## config.mk

```make
export PLATFORM = sky130hd
export DESIGN_NAME = pipe_stage_skid_reg
export DESIGN_NICKNAME = d
export VERILOG_FILES = /design/src/rtl/pipe_stage_skid_reg.sv
export SDC_FILE = /design/constraint.sdc
export NUM_CORES = 1
export LEC_CHECK = 0
export ABC_CLOCK_PERIOD_IN_PS = 2110
export CAP_MARGIN = 20
export CORE_MARGIN = 2
export CORE_UTILIZATION = 35
export CTS_BUF_LIST = sky130_fd_sc_hd__clkbuf_4 sky130_fd_sc_hd__clkbuf_8 sky130_fd_sc_hd__clkbuf_16
export CTS_CLUSTER_DIAMETER = 60
export DETAILED_ROUTE_END_ITERATION = 8
export GPL_TIMING_DRIVEN = 0
export PLACE_DENSITY = 0.57
export SYNTH_ARGS = -nofsm -noshare
export SYNTH_HDL_FRONTEND = slang
export SYNTH_SLANG_ARGS = --single-unit
```

## constraint.sdc

```tcl
create_clock -name clock -period 2.11 [get_ports clock]
set_input_delay 0.422 -clock clock [delete_from_list [all_inputs] [get_ports clock]]
set_output_delay 0.422 -clock clock [all_outputs]
set_load 0.02 [all_outputs]
```

## src/rtl/pipe_stage_skid_reg.sv

```systemverilog
// Generic valid/ready pipeline stage with a 2-entry skid buffer.
// Optional perf counters under PIPE_STAGE_PERF_EN.
//
// Ports:
//   clock, reset (sync, active-high), flush (sync squash)
//   in_valid/in_ready/in_ctrl/in_data     upstream side
//   out_valid/out_ready/out_ctrl/out_data downstream side
//   stall_cnt, bubble_cnt                 only with PIPE_STAGE_PERF_EN
module pipe_stage_skid_reg #(
  parameter int CTRL_W = 3,
  parameter int DATA_W = 69,
  parameter int CNT_W  = 16
) (
  input  logic              clock,
  input  logic              reset,
  input  logic              flush,
  input  logic              in_valid,
  output logic              in_ready,
  input  logic [CTRL_W-1:0] in_ctrl,
  input  logic [DATA_W-1:0] in_data,
  output logic              out_valid,
  input  logic              out_ready,
  output logic [CTRL_W-1:0] out_ctrl,
  output logic [DATA_W-1:0] out_data
`ifdef PIPE_STAGE_PERF_EN
  ,
  output logic [CNT_W-1:0]  stall_cnt,
  output logic [CNT_W-1:0]  bubble_cnt
`endif
);

  typedef enum logic [1:0] {
    EMPTY = 2'd0,
    ONE   = 2'd1,
    FULL  = 2'd2
  } state_t;

  state_t state, state_n;

  logic [CTRL_W-1:0] main_ctrl, skid_ctrl;
  logic [DATA_W-1:0] main_data, skid_data;
  logic              in_ready_q;

  logic in_fire, out_fire;
  logic ld_main_in, ld_main_skid, ld_skid;

  assign in_ready  = in_ready_q;
  assign out_valid = (state != EMPTY);
  assign in_fire   = in_valid & in_ready_q;
  assign out_fire  = out_valid & out_ready;

  // Bubbles never carry control bits downstream.
  assign out_ctrl  = out_valid ? main_ctrl : {CTRL_W{1'b0}};
  assign out_data  = main_data;

  always_comb begin
    state_n      = state;
    ld_main_in   = 1'b0;
    ld_main_skid = 1'b0;
    ld_skid      = 1'b0;
    unique case (state)
      EMPTY: begin
        if (in_fire) begin
          state_n    = ONE;
          ld_main_in = 1'b1;
        end
      end
      ONE: begin
        if (in_fire & out_fire) begin
          ld_main_in = 1'b1;
        end else if (in_fire) begin
          state_n = FULL;
          ld_skid = 1'b1;
        end else if (out_fire) begin
          state_n = EMPTY;
        end
      end
      FULL: begin
        if (out_fire) begin
          state_n      = ONE;
          ld_main_skid = 1'b1;
        end
      end
      default: state_n = EMPTY;
    endcase
    // Squash wins over any transfer; payload regs just hold.
    if (flush) begin
      state_n      = EMPTY;
      ld_main_in   = 1'b0;
      ld_main_skid = 1'b0;
      ld_skid      = 1'b0;
    end
  end

  always_ff @(posedge clock) begin
    if (reset) begin
      state      <= EMPTY;
      in_ready_q <= 1'b1;
    end else begin
      state      <= state_n;
      in_ready_q <= (state_n != FULL);
    end
  end

  always_ff @(posedge clock) begin
    if (reset) begin
      main_ctrl <= '0;
      main_data <= '0;
      skid_ctrl <= '0;
      skid_data <= '0;
    end else begin
      if (ld_main_in) begin
        main_ctrl <= in_ctrl;
        main_data <= in_data;
      end else if (ld_main_skid) begin
        main_ctrl <= skid_ctrl;
        main_data <= skid_data;
      end
      if (ld_skid) begin
        skid_ctrl <= in_ctrl;
        skid_data <= in_data;
      end
    end
  end

`ifdef PIPE_STAGE_PERF_EN
  always_ff @(posedge clock) begin
    if (reset) begin
      stall_cnt  <= '0;
      bubble_cnt <= '0;
    end else begin
      if (out_valid & ~out_ready & ~&stall_cnt)
        stall_cnt <= stall_cnt + 1'b1;
      if (~out_valid & ~&bubble_cnt)
        bubble_cnt <= bubble_cnt + 1'b1;
    end
  end
`else
  logic [CNT_W-1:0] unused_cnt_w;
  assign unused_cnt_w = '0;
`endif

endmodule
```

==> results of run 1 <==
[worst max-delay path, cell delays in order]
cell and delay (ns):
sky130_fd_sc_hd__clkdlybuf4s50_1 0.63, sky130_fd_sc_hd__nor2b_4 0.08, sky130_fd_sc_hd__or4_4 0.48, sky130_fd_sc_hd__buf_6 0.16
sky130_fd_sc_hd__clkbuf_1 0.25, sky130_fd_sc_hd__nor2_1 0.20, sky130_fd_sc_hd__a311oi_2 0.07
[worst paths after layout]
| path | start | to | slack [ns] | cells after the start |
|---|---|---|---|---|
| worst max register to register | state[1]$_SDFF_PP0_ | skid_data[36]$_SDFFE_PP0P_ | 0.26 | 6 |
| worst max-delay path | out_ready | out_data[17]$_SDFFE_PP0P_ | 0.08 | 7 |
| worst min-delay path | skid_data[49]$_SDFFE_PP0P_ | skid_data[49]$_SDFFE_PP0P_ | 0.45 | 2 |
| worst min register to register | skid_data[49]$_SDFFE_PP0P_ | skid_data[49]$_SDFFE_PP0P_ | 0.45 | 2 |
[layout by cell type (no fill, tap or decap), drive strengths merged]
master | Yosys | layout
a311oi | 72 | 72
bufinv | 0 | 4
a21oi | 73 | 73
nand4bb | 1 | 1
nor3 | 1 | 1
clkinv | 0 | 3
inv | 2 | 2
dfxtp | 147 | 147
clkdlybuf4s50 | 0 | 147
or4 | 2 | 2
nor2 | 73 | 73
and3b | 2 | 2
clkbuf | 51 | 72
nand3b | 1 | 1
nor2b | 4 | 4
clkinvlp | 0 | 1
buf | 13 | 13
mux2i | 2 | 2
nand2 | 289 | 289
dlygate4sd2 | 0 | 3
o22a | 1 | 1
nor4bb | 1 | 1
[power by group]
group / internal (uW) / total [uW] / switching [uW]
Combinational: 433 / 879 / 446
Clock: 2160 / 3310 / 1150
Sequential: 2890 / 2950 / 60.2
[kinds of logic (layout without fill, tap and decap cells)]
kind of cell / count (synthesis) / count (layout) / synth area share [%]
flip-flops: 147 / 147 / 48.1
buffers and inverters: 66 / 245 / 5.19
multiplexers: 2 / 2 / 0.327
AND/OR/NAND/NOR: 374 / 374 / 23.9
AO/OA/AOI/OAI: 146 / 146 / 22.5
[sequential cells by signal, indices dropped and copies added (netlist names)]
| name | flops |
|---|---|
| out_data | 69 |
| skid_data | 69 |
| main_ctrl | 3 |
| skid_ctrl | 3 |
| state | 2 |
| in_ready | 1 |
[routing by layer]
| layer | global-route usage (%) | wire length, microns |
|---|---|---|
| met1 | 26.0 | 8390 |
| met2 | 30.4 | 8040 |
| met3 | 4.85 | 751 |
| met4 | 5.79 | 180 |
| met5 | 0 | 0 |
[stage by stage]
step | setup WS (ns) | utilization [%] | TNS [ns] | std cells
finish | 0.0803 | 49.9 | 0 | 1139
global route | -0.0113 | 49.9 | -0.0146 | 1139
CTS | 0.0112 | 49.8 | 0 | 1140
detailed placement | -0.495 | 46.0 | -57.57 | 1110
global placement | -0.505 | 46.0 | -55.92 | 1110
floorplan | 0.478 | - | 0 | 735
[area by class of cell]
cell class | instances | area (sq um) | share of cell area [%]
clock buffer | 23 | 508 | 5.92
inverter | 2 | 7.51 | 0.0875
buffer | 62 | 322 | 3.75
tap | 225 | 282 | 3.28
clock inverter | 8 | 146 | 1.71
sequential | 147 | 2950 | 34.3
timing repair buffer | 150 | 1500 | 17.5
multi-input combinational | 522 | 2870 | 33.5
==> metrics.txt, run 1 <==
# TYPE chip_impl_metric gauge
chip_impl_info{name="clk_root_buffer_cell",value="sky130_fd_sc_hd__clkbuf_16"} 1
chip_impl_metric{name="maxCapViolCount",unit=""} 0
chip_impl_metric{name="yosysWarningCount",unit=""} 0
chip_impl_metric{name="finalSetupViolations",unit=""} 0
chip_impl_info{name="synth_largest_area_cell",value="sky130_fd_sc_hd__dfxtp_1"} 1
chip_impl_info{name="start_kind",value="input port"} 1
chip_impl_metric{name="power.density",unit="mW/mm^2"} 832
chip_impl_metric{name="tightest_slew",unit="ns"} 0.729
chip_impl_metric{name="drt-total-wl",unit="microns"} 17400
chip_impl_metric{name="holdBufCountCts",unit=""} 0
chip_impl_info{name="critPathKind",value="input port to register"} 1
chip_impl_metric{name="async_flop_share",unit="%"} 0
chip_impl_metric{name="synth.net_count",unit=""} 812
chip_impl_metric{name="finalPower",unit="uW"} 7140
chip_impl_metric{name="grt_antenna_before_repair",unit=""} 0
chip_impl_metric{name="global_route.usage.total",unit="%"} 19.3
chip_impl_metric{name="postRouteAntennaNets",unit=""} 0
chip_impl_metric{name="core_region_area",unit="sq mm"} 0.0172
chip_impl_metric{name="antennaDiodeCount",unit=""} 0
chip_impl_metric{name="synth_cell_types",unit=""} 22
chip_impl_metric{name="final_area",unit="sq mm"} 0.00858
chip_impl_info{name="run_status",value="completed"} 1
chip_impl_metric{name="post-cts-setup-buffers",unit=""} 0
chip_impl_metric{name="crit_path_max_fanout",unit=""} 10
chip_impl_metric{name="timing.hold.ws",unit="ns"} 0.453
chip_impl_metric{name="vias",unit=""} 5530
chip_impl_metric{name="drt_pass1_iterations",unit=""} 4
chip_impl_info{name="synth_flop_cell",value="sky130_fd_sc_hd__dfxtp_1"} 1
chip_impl_info{name="cts_tree",value="done"} 1
chip_impl_metric{name="achievable-frequency",unit="MHz"} 493
chip_impl_metric{name="design.final.nets",unit=""} 979
chip_impl_metric{name="power.leakage",unit="uW"} 0.00290
chip_impl_metric{name="detail_route.vias_per_cell",unit=""} 4.86
chip_impl_metric{name="drt-wirelength-per-cell",unit="microns"} 15.2
chip_impl_metric{name="drc_errors",unit=""} 0
chip_impl_metric{name="path_clk_slew",unit="ns"} 0.06
chip_impl_metric{name="drt-initial-drc-count",unit=""} 227
chip_impl_metric{name="synth.ff_latch_count",unit=""} 147
chip_impl_metric{name="final-max-slew-violation-count",unit=""} 0
chip_impl_metric{name="synth.top_cell.area_share",unit="%"} 48.1
chip_impl_metric{name="tritoncts_num_sinks",unit=""} 147
chip_impl_metric{name="synth.avg_cell_area",unit="sq um"} 8.33
chip_impl_metric{name="irDropWorstVdd",unit="uV"} 588
chip_impl_metric{name="syn-instance-count",unit=""} 735
chip_impl_metric{name="cts.path.max_buffers",unit=""} 2
chip_impl_info{name="synth_most_common_cell",value="sky130_fd_sc_hd__nand2_1"} 1
chip_impl_metric{name="die_height",unit="microns"} 136
chip_impl_metric{name="die-area",unit="sq mm"} 0.0186
chip_impl_metric{name="rows",unit=""} 48
chip_impl_metric{name="ys_seq_area_share",unit="%"} 48.1
chip_impl_metric{name="die-width",unit="microns"} 136
chip_impl_metric{name="htreeDepth",unit=""} 4
chip_impl_metric{name="timing.critical_path.arrival",unit="ns"} 2.30
chip_impl_info{name="post_synth_most_frequent_cells",value="sky130_fd_sc_hd__nand2_1 (289), sky130_fd_sc_hd__dfxtp_1 (147), sky130_fd_sc_hd__a21oi_1 (73), sky130_fd_sc_hd__nor2_1 (73), sky130_fd_sc_hd__a311oi_2 (60)"} 1
chip_impl_metric{name="grt_max_degree",unit=""} 17
chip_impl_metric{name="dp_hpwl",unit="microns"} 11900
chip_impl_metric{name="start_util",unit="%"} 35.6
chip_impl_metric{name="wire_length_of_the_first_global_routing_pass",unit="microns"} 27900
chip_impl_metric{name="final_clock_period_utilization_by_the_worst_path",unit="%"} 96.2
chip_impl_metric{name="num-fill-cells",unit=""} 1735
chip_impl_metric{name="critPathRequiredTime",unit="ns"} 2.38
chip_impl_metric{name="cts-resized-gates",unit=""} 10
chip_impl_metric{name="quantity_of_i_o_buffers_inserted_on_ports",unit=""} 150
chip_impl_metric{name="detailed_place.area",unit="sq mm"} 0.00791
chip_impl_metric{name="syn_to_final_growth",unit="%"} 40.1
chip_impl_info{name="dominant_cells_by_area_after_synthesis",value="sky130_fd_sc_hd__dfxtp_1 (48%), sky130_fd_sc_hd__nand2_1 (18%), sky130_fd_sc_hd__a311oi_2 (15%)"} 1
chip_impl_metric{name="tritoncts.num_buffers",unit=""} 17
chip_impl_metric{name="worst_slew_margin_rel",unit="%"} 51.4
chip_impl_info{name="endpoint_kind",value="register"} 1
chip_impl_metric{name="total_congestion_overflow_after_global_routing",unit=""} 0
chip_impl_info{name="grt_setup_unrepaired",value="true"} 1
chip_impl_metric{name="grt_pass1_vias",unit=""} 5350
chip_impl_metric{name="gp_congestion",unit=""} 0.730
chip_impl_metric{name="fin_crit",unit="ns"} 2.03
chip_impl_metric{name="syn-cell-area",unit="sq mm"} 0.00612
chip_impl_metric{name="clock_latency",unit="ns"} 0.42
chip_impl_info{name="timing.hold.worst.class",value="register to register"} 1
chip_impl_metric{name="final_layout_size_suffix_gt1_share",unit="%"} 13.3
chip_impl_metric{name="synth_enable_flop_cells",unit=""} 0
chip_impl_metric{name="num_io_pins",unit=""} 151
chip_impl_metric{name="final_hold_viol_count",unit=""} 0
chip_impl_metric{name="fin_skew",unit="ns"} 0.0106
(Power assumes the default switching activity.)
==> run 2, diff against run 1 <==
CTS_CLUSTER_SIZE = 12   (was default)
==> results of run 2 <==
No change in the layout: final DEF, timing and power equal those of run 1.
==> run 3, diff against run 2 <==
ABC_CLOCK_PERIOD_IN_PS = default   (was 2110)
==> results of run 3 <==
No change in the layout: final DEF, timing and power equal those of run 1.
